### src/rtl/mem_arbiter.sv
// Round-robin arbiter that shares one burst memory port between the data-side (m0)
// and instruction-side (m1) caches, granting whole bursts at a time.
//   state   | meaning
//   IDLE    | no owner; pick a winner from pending requests
//   RD_CMD  | owner's read command presented to memory
//   RD_DATA | read accepted; route returning beats to owner
//   WR      | owner's write beats forwarded until the burst completes
module mem_arbiter #(
   parameter int ADDR_WIDTH     = 32,
   parameter int DATA_WIDTH     = 32,
   parameter int BURSTLEN_WIDTH = 2
) (
   input  logic                      clock,
   input  logic                      reset,
   input  logic [ADDR_WIDTH-1:0]     m0_addr,
   input  logic [BURSTLEN_WIDTH-1:0] m0_burst_len,
   input  logic                      m0_rd,
   input  logic                      m0_wr,
   input  logic [DATA_WIDTH-1:0]     m0_wr_data,
   output logic                      m0_waitrequest,
   output logic                      m0_rd_valid,
   output logic [DATA_WIDTH-1:0]     m0_rd_data,
   input  logic [ADDR_WIDTH-1:0]     m1_addr,
   input  logic [BURSTLEN_WIDTH-1:0] m1_burst_len,
   input  logic                      m1_rd,
   input  logic                      m1_wr,
   input  logic [DATA_WIDTH-1:0]     m1_wr_data,
   output logic                      m1_waitrequest,
   output logic                      m1_rd_valid,
   output logic [DATA_WIDTH-1:0]     m1_rd_data,
   output logic [ADDR_WIDTH-1:0]     mem_addr,
   output logic [BURSTLEN_WIDTH-1:0] mem_burst_len,
   output logic [DATA_WIDTH-1:0]     mem_wr_data,
   output logic                      mem_rd,
   output logic                      mem_wr,
   input  logic                      mem_waitrequest,
   input  logic                      mem_rd_valid,
   input  logic [DATA_WIDTH-1:0]     mem_rd_data
);

   typedef enum logic [1:0] {IDLE, RD_CMD, RD_DATA, WR} state_t;

   state_t                    state, state_nxt;
   logic                      owner, owner_nxt;
   logic                      last, last_nxt;
   logic [BURSTLEN_WIDTH-1:0] beats, beats_nxt;
   logic [BURSTLEN_WIDTH-1:0] blen, blen_nxt;

   logic                      req0, req1, win, win_rd;
   logic [BURSTLEN_WIDTH-1:0] win_bl;
   logic [ADDR_WIDTH-1:0]     own_addr;
   logic [BURSTLEN_WIDTH-1:0] own_bl;
   logic [DATA_WIDTH-1:0]     own_wdata;
   logic                      own_rd, own_wr, own_wait, rd_route;

   assign req0      = m0_rd | m0_wr;
   assign req1      = m1_rd | m1_wr;
   // Tie goes to the master that did not win last time.
   assign win       = (req0 & req1) ? ~last : req1;
   assign win_rd    = win ? m1_rd : m0_rd;
   assign win_bl    = win ? m1_burst_len : m0_burst_len;
   assign own_addr  = owner ? m1_addr : m0_addr;
   assign own_bl    = owner ? m1_burst_len : m0_burst_len;
   assign own_wdata = owner ? m1_wr_data : m0_wr_data;
   assign own_rd    = owner ? m1_rd : m0_rd;
   assign own_wr    = owner ? m1_wr : m0_wr;

   always_ff @(posedge clock or posedge reset) begin
      if (reset) begin
         state <= IDLE;
         owner <= 1'b0;
         last  <= 1'b1;
         beats <= '0;
         blen  <= '0;
      end else begin
         state <= state_nxt;
         owner <= owner_nxt;
         last  <= last_nxt;
         beats <= beats_nxt;
         blen  <= blen_nxt;
      end
   end

   always_comb begin
      state_nxt     = state;
      owner_nxt     = owner;
      last_nxt      = last;
      beats_nxt     = beats;
      blen_nxt      = blen;
      mem_addr      = '0;
      mem_burst_len = '0;
      mem_wr_data   = '0;
      mem_rd        = 1'b0;
      mem_wr        = 1'b0;
      own_wait      = 1'b1;
      rd_route      = 1'b0;
      case (state)
         IDLE: begin
            if (req0 | req1) begin
               owner_nxt = win;
               last_nxt  = win;
               beats_nxt = '0;
               if (win_rd) begin
                  state_nxt = RD_CMD;
               end else begin
                  state_nxt = WR;
                  blen_nxt  = win_bl;
               end
            end
         end
         RD_CMD: begin
            mem_addr      = own_addr;
            mem_burst_len = own_bl;
            mem_rd        = own_rd;
            own_wait      = mem_waitrequest;
            if (!own_rd) begin
               state_nxt = IDLE;
            end else if (!mem_waitrequest) begin
               blen_nxt  = own_bl;
               state_nxt = RD_DATA;
            end
         end
         RD_DATA: begin
            rd_route = mem_rd_valid;
            if (mem_rd_valid) begin
               if (beats == blen) state_nxt = IDLE;
               else               beats_nxt = beats + BURSTLEN_WIDTH'(1);
            end
         end
         WR: begin
            mem_addr      = own_addr;
            mem_burst_len = own_bl;
            mem_wr_data   = own_wdata;
            mem_wr        = own_wr;
            own_wait      = mem_waitrequest;
            // A master pausing wr mid-burst keeps the grant until all beats land.
            if (own_wr && !mem_waitrequest) begin
               if (beats == blen) state_nxt = IDLE;
               else               beats_nxt = beats + BURSTLEN_WIDTH'(1);
            end
         end
         default: state_nxt = IDLE;
      endcase
   end

   assign m0_waitrequest = owner ? 1'b1 : own_wait;
   assign m1_waitrequest = owner ? own_wait : 1'b1;
   assign m0_rd_valid    = rd_route & ~owner;
   assign m1_rd_valid    = rd_route & owner;
   assign m0_rd_data     = (rd_route & ~owner) ? mem_rd_data : '0;
   assign m1_rd_data     = (rd_route & owner) ? mem_rd_data : '0;

endmodule

### config.mk
export PLATFORM = sky130hd
export DESIGN_NAME = mem_arbiter
export DESIGN_NICKNAME = d
export VERILOG_FILES = /design/src/rtl/mem_arbiter.sv
export SDC_FILE = /design/constraint.sdc
export NUM_CORES = 1
export LEC_CHECK = 0
export CORE_AREA = 2 2 118 120
export CTS_CLUSTER_DIAMETER = 40
export DETAILED_ROUTE_END_ITERATION = 8
export DIE_AREA = 0 0 120 122
export GPL_ROUTABILITY_DRIVEN = 1
export GPL_TIMING_DRIVEN = 0
export PLACE_DENSITY = 0.56
export SYNTH_ARGS = -nofsm -noshare
export SYNTH_HDL_FRONTEND = slang
export SYNTH_SLANG_ARGS = --single-unit
### constraint.sdc
create_clock -name clock -period 1.8 [get_ports clock]
set_input_delay 0.45 -clock clock [delete_from_list [all_inputs] [get_ports clock]]
set_output_delay 0.45 -clock clock [all_outputs]
set_load 0.02 [all_outputs]
==> summary.txt <==
STA
  • Hold slack final: 486 ps
  • Highest attainable clock frequency: just under 500 MHz
  • Final count of pins violating max slew: 0
  • Slew at the pin with the worst max-slew slack: 369 ps
  • Final clock skew: 3.40 ps
  • Final Hold Vio Count: 0
  • Unrepaired setup endpoints after global routing: yes
  • Worst slew slack as a fraction of its limit: ~75%
  • Final WS setup: -262 ps
  • Count of endpoints failing setup in the final report: 136
  • Final period utilization: 115%
  • Final critical path time including I/O delays and setup: between 2000 and 2500 ps

Logic synthesis
  • Commonest cells in the synthesized netlist: 67 x mux2i_1, 64 x and2_1, 41 x nor2_1
  • Most used flip-flop cell after synthesis: dfrtp_1
  • Synthesized netlist cell count: roughly 280
  • Count of flip-flops with a built-in enable after synthesis: 0
  • Top post-synthesis cells by area: mux2i_1 32%, and2_1 19%, nor2b_1 10%
  • Net count after synthesis: 456
  • Share of synthesized flip-flops with an asynchronous set or reset: 100%
  • Average cell area after synthesis: 7.34 um2
  • Post-synthesis instance area: roughly 2100 um2
  • Top-count cell post-synth: mux2i_1
  • Flip-flop and latch count after synthesis: 8
  • Area leader, netlist: mux2i_1
  • Warnings, synthesis: 0
  • Portion of synthesized cell area occupied by the leading cell type: 32.2%
  • Unique masters post-synth: 37
  • Sequential share of the synthesized area: 9.66%

Floorplanning
  • Die Outline Area: 14600 um2
  • Initial standard-cell utilization of the core: 15.4%
  • DIE WIDTH: ~120 um
  • Placeable Area: 13500 um2
  • Placement Rows: 43
  • Die height: around 120 um
  • Number of placed I/O pins: 308

Final layout
  • Non-Filler Instances: between 800 and 900
  • Diodes inserted: 0
  • Layout cell share with drive strength beyond 1: 45.9%
  • Count of fill cells added during filler insertion: approximately 1300
  • Layout Nets: ~800
  • Synth-to-Final Area Change: 211%

Detailed routing
  • Overall routed net length: 13.9 mm
  • Wire length on met2: 7.50 mm
  • Routed via count divided by cell count: 4.21
  • Routed via count: 3401
  • Highest metal used: met4
  • Wire length the detailed router placed on met1: about 5 mm
  • Number of detailed-route iterations in the first pass: 4
  • Sum of met3 wire segment lengths after detailed routing: 1.06 mm
  • Final ANT Viol Nets: 0
  • Number of remaining DRC errors: 0
  • Routed len/inst: 17.2 um
  • DRC marker count from the first detailed-route iteration: 150

Critical path
  • Highest fanout seen on the critical path: 10
  • Category of the worst setup path launch point: flip-flop
  • Top cell family by delay on the critical path: simple AND/OR/NAND/NOR gates
  • Buf+Inv Stages, Crit Path: 3
  • Required time worst endpoint: ~1400 ps
  • Critical Path Most Common Cell: buf_6
  • Crit path cell chain: buf_6 > nor2b_4 > and3_4 > buf_8 > and2_1 > buf_6
  • CP max stage cell: dfrtp_1
  • Worst stage delay on the critical path: ~400 ps
  • Critical path type: reg -> out
  • Worst endpoint data arrival time: between 1500 and 2000 ps
  • Type of element capturing the critical path: primary output

CTS
  • H-Tree Depth: 1
  • Master cell of the clock root buffer: clkbuf_16
  • Cts bufs inserted: 3
  • Insertion delay of the later-clocked pin in the worst-skew pair: 240 ps
  • Clk buf depth: 2
  • Number of clock sinks seen by CTS: 8
  • Worst-path clk slew: roughly 40 ps
  • Clock tree from TritonCTS: yes

Place
  • Detailed placement HPWL: around 11 mm
  • DP Cell Count: slightly below 800
  • Placer congestion estimate: between 0.8 and 0.9
  • # port buffers: 307

Global route
  • Number of global-route vias before repair: 3300
  • Global-route congestion overflow total: 0
  • First-pass GRT wire length: ~19 mm
  • Largest net degree at the start of global routing: 11
  • Global-route usage over all layers: between 15 and 20%
  • Number of antenna violations at the first check in global routing: 0

Outcome
  • Outcome: finished, violations left
  • Failing checks: setup timing

Flow run
  • Number of max-cap violations: 0

Worst hold path
  • Type of the tightest min-delay check: in -> async

Pwr
  • IR Drop Worst-Case VDD: a little over 0.7 mV
  • Power consumption: slightly above 8 mW
  • Static power due to leakage: 2.93 nW
  • Power density over cell area: roughly 1300 nW/um2
final cells by class:
cell class	instances	area [um2]	area share, %
Clock buffer	4	78.8	1.22
Timing Repair Buffer	340	3470	53.6
Inverter	2	7.51	0.116
Buffer	23	375	5.79
Sequential cell	8	203	3.13
Tap cell	180	225	3.48
Multi-Input combinational cell	251	2120	32.7
metal layers:
metal / vias to the layer above / global-route usage (%)
met5: - / 0
met4: 0 / 5.00
met3: 23 / 4.31
met2: 158 / 31.9
met1: 1577 / 18.4
li1: 1643 / -
final timing paths:
check | from | to | slack, ps | depth (start not counted)
setup / recovery | state[0]$_DFFE_PP0P_ | m1_rd_data[6] | -260 | 6
hold / removal | reset | beats[1]$_DFFE_PP0P_ | 490 | 2
setup reg to reg | state[0]$_DFFE_PP0P_ | blen[0]$_DFFE_PP0P_ | -120 | 7
hold reg to reg | blen[1]$_DFFE_PP0P_ | blen[1]$_DFFE_PP0P_ | 550 | 1
max in group asynchronous | reset | last$_DFFE_PP1P_ | 1010 | 2
min in group clock | blen[1]$_DFFE_PP0P_ | blen[1]$_DFFE_PP0P_ | 550 | 1
sequential cells by signal, summed over array words and instances, names as in the netlist:
register  count
state         2
beats         2
owner         1
last          1
blen          2
layout by cell type (no fill, tap or decap), types with 3 or more instances in the layout:
cell type and count:
buf_12 11, mux2i_2 4, dfrtp_1 6, mux2i_4 6
buf_8 13, a21oi_1 3, clkbuf_16 9, buf_4 65
mux2_2 3, nor2_1 31, nand2_1 3, mux2i_1 58
nor2b_1 32, buf_6 93, nor2_2 5, buf_2 3
dlygate4sd2_1 6, clkdlybuf4s50_1 165, nor2_4 5, and2_1 11
and2_4 53
timing repair:
action                     in CTS  in global routing
hold endpoints to repair        0                  0
cloned                          5                  5
hold buffers                    0                  0
setup buffers                  13                 12
setup endpoints to repair     138                139
pin swaps                      30                 23
resized for setup             803                169
where the power goes:
group / leakage (nW) / internal [mW] / switching [mW]
clock: 0.0382 / 0.296 / 0.0961
combinational: 2.80 / 4.07 / 3.30
sequential: 0.0947 / 0.281 / 0.0984
total: 2.93 / 4.64 / 3.50
logic make-up after synthesis:
| logic type | Yosys count | synth area share [%] |
|---|---|---|
| and+or+nand+nor | 160 | 42.9 |
| muxes | 73 | 35.5 |
| buffers and inverters | 25 | 5.46 |
| AOI/OAI and AO/OA | 16 | 5.64 |
| DFF | 8 | 9.66 |
| xor gates and xnor gates | 2 | 0.840 |
through the flow:
stage	TNS [ps]	worst slack (ps)	cell area (um2)	util (%)
after global routing	-29030	-303	6480	48.0
after floorplan	0	0.0551	2090	-
after detailed placement	-125970	-1420	5390	39.9
after global placement	-125320	-1380	5390	39.9
final	-22610	-262	6480	48.0
after CTS	-25330	-253	6000	44.4
worst register-to-register path, stage by stage (launching register included):
cell and delay (ps):
dfrtp_1 400, buf_4 160, buf_12 140, buf_4 130
and3b_2 210, a31oi_4 180, mux2_4 320, mux2_2 250
(Power assumes the default switching activity.)
